## config.mk

```make
export PLATFORM = sky130hd
export DESIGN_NAME = controlador_sinc_vga
export DESIGN_NICKNAME = d
export VERILOG_FILES = /design/src/rtl/controlador_sinc_vga.sv
export SDC_FILE = /design/constraint.sdc
export NUM_CORES = 1
export LEC_CHECK = 0
export ABC_CLOCK_PERIOD_IN_PS = 2480
export CAP_MARGIN = 20
export CORE_MARGIN = 1.5
export CORE_UTILIZATION = 51
export CTS_CLUSTER_SIZE = 30
export DETAILED_ROUTE_END_ITERATION = 8
export GPL_ROUTABILITY_DRIVEN = 0
export MAX_ROUTING_LAYER = met4
export PLACE_DENSITY_LB_ADDON = 0.05
export SLEW_MARGIN = 20
export SYNTH_ARGS = -nofsm -noshare
export SYNTH_HDL_FRONTEND = slang
export SYNTH_SLANG_ARGS = --single-unit
```

## constraint.sdc

```tcl
create_clock -name clk -period 2.48 [get_ports clk]
set_input_delay 0.744 -clock clk [delete_from_list [all_inputs] [get_ports clk]]
set_output_delay 0.744 -clock clk [all_outputs]
set_load 0.03 [all_outputs]
```

## src/rtl/controlador_sinc_vga.sv

```systemverilog
// VGA timing generator: pixel-rate divider, horizontal/vertical counters and
// registered sync / visible-area decode for the pixel and colour generator.
module controlador_sinc_vga #(
    parameter int DIV       = 4,
    parameter int H_VISIBLE = 640,
    parameter int H_FRONT   = 16,
    parameter int H_SYNC    = 96,
    parameter int H_BACK    = 48,
    parameter int V_VISIBLE = 480,
    parameter int V_FRONT   = 10,
    parameter int V_SYNC    = 2,
    parameter int V_BACK    = 33
) (
    input  logic       clk,
    input  logic       reset,
    output logic       pixel_tick,
    output logic [9:0] pixel_x,
    output logic [9:0] pixel_y,
    output logic       Hsinc,
    output logic       Vsinc,
    output logic       video_on,
    output logic       fin_cuadro
);

    localparam int H_TOTAL = H_VISIBLE + H_FRONT + H_SYNC + H_BACK;
    localparam int V_TOTAL = V_VISIBLE + V_FRONT + V_SYNC + V_BACK;
    localparam int DW      = (DIV > 1) ? $clog2(DIV) : 1;

    localparam logic [DW-1:0] DIV_LAST     = DW'(DIV - 1);
    localparam logic [9:0]    H_LAST       = 10'(H_TOTAL - 1);
    localparam logic [9:0]    V_LAST       = 10'(V_TOTAL - 1);
    localparam logic [9:0]    H_VIS_END    = 10'(H_VISIBLE);
    localparam logic [9:0]    V_VIS_END    = 10'(V_VISIBLE);
    localparam logic [9:0]    H_SYNC_FIRST = 10'(H_VISIBLE + H_FRONT);
    localparam logic [9:0]    H_SYNC_LAST  = 10'(H_VISIBLE + H_FRONT + H_SYNC - 1);
    localparam logic [9:0]    V_SYNC_FIRST = 10'(V_VISIBLE + V_FRONT);
    localparam logic [9:0]    V_SYNC_LAST  = 10'(V_VISIBLE + V_FRONT + V_SYNC - 1);

    logic [DW-1:0] divider;
    logic [DW-1:0] divider_next;
    logic          tick_next;
    logic [9:0]    x_next;
    logic [9:0]    y_next;
    logic          fin_next;
    logic          hsinc_next;
    logic          vsinc_next;
    logic          video_next;

    // The tick is registered, so it is derived from the divider's next value
    // to land in the same clk in which the divider holds DIV-1.
    always_comb begin
        divider_next = '0;
        if (divider != DIV_LAST) begin
            divider_next = divider + 1'b1;
        end
        tick_next = (divider_next == DIV_LAST);
    end

    always_comb begin
        x_next = pixel_x;
        y_next = pixel_y;
        if (pixel_tick) begin
            if (pixel_x == H_LAST) begin
                x_next = '0;
                if (pixel_y == V_LAST) begin
                    y_next = '0;
                end else begin
                    y_next = pixel_y + 10'd1;
                end
            end else begin
                x_next = pixel_x + 10'd1;
            end
        end
    end

    // fin_cuadro lines up with the tick that will wrap the frame.
    always_comb begin
        fin_next = tick_next && (x_next == H_LAST) && (y_next == V_LAST);
    end

    // Decode looks at the current counters, hence one clk behind them.
    always_comb begin
        hsinc_next = !((pixel_x >= H_SYNC_FIRST) && (pixel_x <= H_SYNC_LAST));
        vsinc_next = !((pixel_y >= V_SYNC_FIRST) && (pixel_y <= V_SYNC_LAST));
        video_next = (pixel_x < H_VIS_END) && (pixel_y < V_VIS_END);
    end

    always_ff @(posedge clk) begin
        if (reset) begin
            divider    <= '0;
            pixel_tick <= 1'b0;
            pixel_x    <= '0;
            pixel_y    <= '0;
            Hsinc      <= 1'b1;
            Vsinc      <= 1'b1;
            video_on   <= 1'b0;
            fin_cuadro <= 1'b0;
        end else begin
            divider    <= divider_next;
            pixel_tick <= tick_next;
            pixel_x    <= x_next;
            pixel_y    <= y_next;
            Hsinc      <= hsinc_next;
            Vsinc      <= vsinc_next;
            video_on   <= video_next;
            fin_cuadro <= fin_next;
        end
    end

endmodule
```

Word level (Yosys, flattened, before mapping)
Index checks and enable logic that the tools add are counted.
Widths: inputs -> output; s select.
{"block": "op_classes", "div": 0, "n_shift": 0, "multipliers": 0, "bitwise_logic": 0, "reduce_logical": 7, "n_lt_le_gt_ge": 6, "addsub": 3, "n_mux": 6, "eq_ne": 6}
{"cell": "$mux 10", "n": 5}
{"cell": "$eq 10x10->1 const B", "n": 4}
{"cell": "$add 10x1->10 const B", "n": 2}
{"cell": "$ge 10x10->1 const B", "n": 1}
{"cell": "$ge 10x9->1 const B", "n": 1}
{"cell": "$le 10x10->1 const B", "n": 1}
{"cell": "$le 10x9->1 const B", "n": 1}
{"cell": "$lt 10x10->1 const B", "n": 1}
{"cell": "$lt 10x9->1 const B", "n": 1}
{"cell": "$logic_and 1x1->1", "n": 5}
{"cell": "$add 2x1->2 const B", "n": 1}
{"cell": "$eq 2x2->1 const B", "n": 1}
{"cell": "$logic_not 1->1", "n": 2}
{"cell": "$mux 2", "n": 1}
{"cell": "$ne 2x2->1 const B", "n": 1}
{"block": "word_totals", "latch_bits": 0, "ramBits": 0, "romBits": 0, "n_memories": 0, "regBits": 27, "elab_cells": 36, "in_bits": 2}

Depth between registers and ports, before layout
{"block": "depth", "depth_word": 6, "depth_mapped": 7, "mapped_depth_nobuf": 7}

Worst setup path before layout
Ideal clock, no wire load.
{"block": "synth_path", "kind": "register -> register", "startpoint": "reg pixel_x[1]", "endpoint": "reg fin_cuadro", "synth_period_minus_slack_ns": 2.229, "required_ns": 2.392, "stages_incl_launch_ff": 7, "slack_ns": 0.251, "setup_time_ns": 0.088, "arrival_ns": 2.141, "path_cell_list": "dfxtp_1 ha_1 nand3_1 or4_4 nor4b_2 o22ai_1 nor4_2"}
{"block": "synth_via", "elab_chain_len": 6, "word_cells_on_any_way": 10, "cone_classes": "add/sub: 1; eq/ne: 3; mux: 4; reduce/logical: 2"}
{"element": "start: declaration", "line_no": "17", "rtl": "output logic [9:0] pixel_x,"}
{"element": "start signal: assignment", "line_no": "101", "rtl": "pixel_x <= x_next;"}
{"element": "$add 10x1->10 / $eq 10x10->1 (equally long branches)", "line_no": "71, 63"}
{"element": "$mux 10", "line_no": "63", "rtl": "if (pixel_x == H_LAST) begin"}
{"element": "$mux 10", "line_no": "62", "rtl": "if (pixel_tick) begin"}
{"element": "$eq 10x10->1", "line_no": "78", "rtl": "fin_next = tick_next && (x_next == H_LAST) && (y_next == V_LAST);"}
{"element": "$logic_and 1x1->1", "line_no": "78"}
{"element": "$logic_and 1x1->1 *", "line_no": "78"}
{"element": "end signal: assignment", "line_no": "106", "rtl": "fin_cuadro <= fin_next;"}
{"element": "end: declaration", "line_no": "22", "rtl": "output logic fin_cuadro"}
Mark *: on every way between the ends. The rest lies on a longest branch, timed or not.
A chain may end at the register's enable or synchronous reset.

Worst setup path in the final report
{"block": "layout_path", "startpoint": "reg pixel_y[4]", "endpoint": "out pixel_y[4]"}
{"element": "start: declaration", "line_no": "18", "rtl": "output logic [9:0] pixel_y,"}
{"element": "start signal: assignment", "line_no": "102", "rtl": "pixel_y <= y_next;"}
No word-level cell between the ends.

==> impl_metrics.tcl <==
set metrics [dict create \
    slowest_stage "clkdlybuf4s50_1" \
    io_pins 27 \
    dp_hpwl_um 2460 \
    r2r_slack_ns 0.25 \
    clk_latency_ns 0.32 \
    yosysTopAreaCell "dfxtp_1" \
    synth-simple-area-share_pct 33.0 \
    cts.htree.levels 1 \
    syn_nets 184 \
    max_freq_mhz 420 \
    min_from "divider[0]" \
    num_antenna_cells 0 \
    cts_resized 0 \
    critPathCaptureType "output pin" \
    tightest_slew_ns 0.379 \
    grt_first_pass_wirelength_um 5770 \
    finalCriticalPeriod_ns 2.38 \
    clk_path_buf_depth 2 \
    path_delay_family "buffers and inverters" \
    die_h_um 56.9 \
    required_ns 1.74 \
    synth_top_family_by_area "simple AND/OR/NAND/NOR gates" \
    syn_avg_cell_area_um2 8.47 \
    synth-edff-count 0 \
    postLayoutCoreUtil_pct 65.7 \
    num_vias 1361 \
    path_clk_slew_ns 0.15 \
    syn-instance-count 175 \
    hold_path.class "register to register" \
    hold_depth 1 \
    slew-limit-headroom_pct 74.7 \
    grt_antenna_before_repair 0 \
    cpPeakStageDelay_ns 0.75 \
    fp-row-count 19 \
    critical_path_class "register to output pin" \
    status "finished clean" \
    leakagePower_nw 0.689 \
    synthTopCellsByCount "27 x dfxtp_1, 20 x nor2_1, 12 x nand2_1, 11 x nor3_1, 10 x xor2_1" \
    grt.overflow.total 0 \
    cts_root_buf "clkbuf_4" \
    hold_viol_final 0 \
    start_util_pct 53.7 \
    seq_area_frac_synth_pct 36.5 \
    skew_ns 0.00237 \
    synth_fa_ha_area_share_pct 5.91 \
    r2r_cells 6 \
    drc_errors 0 \
    yosysMostFrequentCell "dfxtp_1" \
    synthMuxAreaShare_pct 2.70 \
    whs_endpoint "divider[0]" \
    grt_usage_pct 23.2 \
    synth_seq_cells 27 \
    ir_drop_mv 0.344 \
    crit_fanout 12 \
    maxCapViolCount 0 \
    rr_startpoint "pixel_x[1]" \
    drv_slew 0 \
    drive_gt1_share_pct 6.97 \
    fin_tns_setup_ns 0 \
    powerDensity_nw_per_um2 373 \
    dr.pass1.iters 4 \
    cts_tree "done" \
    postCtsSetupBuffers 0 \
    rsz0062_at_grt "false" \
    vias_per_cell 5.87 \
    fillerInstances 235 \
    syn2layout_area_growth_pct 22.4 \
    ctsHoldBuffers 0 \
    synth_compound_area_share_pct 9.21 \
    ys.flop_type "dfxtp_1" \
    port-buffer-count 26 \
    setup_violations 0 \
    path_buf_inv 1 \
    worstPathCellList "clkdlybuf4s50_1" \
    synth_area_um2 1480 \
    wl_per_cell_um 14.5 \
    yosysWarningCount 0 \
    cts.sink_count 27 \
    initialDrtViolationCount 83 \
    synthArstFlopShare_pct 0 \
    grt_max_degree 26 \
    start_kind "register" \
    nNetsFinal 211 \
    core-area_um2 2760 \
    timing.final.crit_share_pct 96.0 \
    ant_nets 0 \
    critical_path_arrival_ns 1.64 \
    ys_types 43 \
    synthXorXnorAreaFrac_pct 8.28 \
    first_global_vias 1236 \
    die_area_um2 3240 \
    synth.area.top_cells "dfxtp_1 36%, ha_1 5.9%, xor2_1 5.9%, nor2_1 5.1%, nor3_1 3.7%" \
    r2r_end "fin_cuadro" \
    die_w_um 56.9 \
    cts_buffers 3 \
    wirelength_um 3360 \
    synth_top_area_share_pct 36.5 \
]
where the power goes:
part / internal [mW] / total [mW] / switching (mW)
logic: 0.0154 / 0.0371 / 0.0216
clock network: 0.0628 / 0.192 / 0.129
registers: 0.441 / 0.448 / 0.00678
total: 0.520 / 0.677 / 0.158
logic make-up after synthesis:
group | count (synthesis)
AND/OR/NAND/NOR | 86
flip-flops | 27
AO/OA/AOI/OAI | 20
buffers and inverters | 17
XOR/XNOR | 14
adder cells (fa/ha/maj) | 7
multiplexers | 4
worst register-to-register path, delay by kind of cell (launching register included):
family,cells,cell delay [ns]
simple gates,4,1.33
flops,1,0.44
fa+ha+maj,1,0.28
compound gates,1,0.12
final cells by class:
cell class / instances / area (um2) / share of cell area (%)
Clock buffer: 4 / 26.3 / 1.45
Inverter: 7 / 26.3 / 1.45
Multi-Input combinational cell: 131 / 876 / 48.3
Sequential cell: 27 / 541 / 29.8
Tap cell: 31 / 38.8 / 2.14
Timing Repair Buffer: 32 / 305 / 16.8
layout by cell type, fill, tap and decap left out, drive strengths merged, types with 4 or more instances in the layout:
cell type	n
ha	7
nand2	12
dfxtp	27
nand4	7
mux2i	4
xnor2	4
clkdlybuf4s50	26
and3	6
nor3	11
nand3	6
inv	7
clkbuf	4
nor2	20
a21oi	5
buf	6
xor2	10
sequential cells by signal, summed over array words and instances, names as in the netlist:
signal	flops
pixel_tick	1
pixel_y	10
Vsinc	1
pixel_x	10
video_on	1
divider	2
Hsinc	1
fin_cuadro	1
per-stage QoR:
stage / setup WS [ns] / total power, mW / cell area, um2 / hold WS (ns) / cells
after floorplan: 0.251 / 0.480 / 1480 / 0.425 / 175
after global placement: 0.400 / 0.492 / 1790 / 0.435 / 228
after detailed placement: 0.291 / 0.495 / 1790 / 0.444 / 228
after CTS: 0.0976 / 0.682 / 1810 / 0.463 / 232
after global routing: 0.0324 / 0.707 / 1810 / 0.492 / 232
final: 0.0985 / 0.677 / 1810 / 0.460 / 232
routing by layer:
| metal | part of all wire (%) | GRT usage [%] | vias to the layer above |
|---|---|---|---|
| met4 | 0.83 | 5.98 | 0 |
| met3 | 4.1 | 3.23 | 4 |
| met1 | 48 | 32.0 | 641 |
| met2 | 47 | 35.8 | 38 |
| met5 | 0 | - | - |
| li1 | - | - | 678 |
worst max path at each step:
| stage | slack, ns | to | start | cells after the start |
|---|---|---|---|---|
| floorplan | 0.25 | fin_cuadro | pixel_x[1] | 6 |
| global placement | 0.40 | fin_cuadro | pixel_x[1] | 7 |
| detailed placement | 0.29 | fin_cuadro | pixel_x[1] | 6 |
| CTS | 0.1 | pixel_y[4] | pixel_y[4] | 1 |
| global route | 0.03 | pixel_y[4] | pixel_y[4] | 1 |
| finish | 0.1 | pixel_y[4] | pixel_y[4] | 1 |
Power figures use the tool's default switching activity.
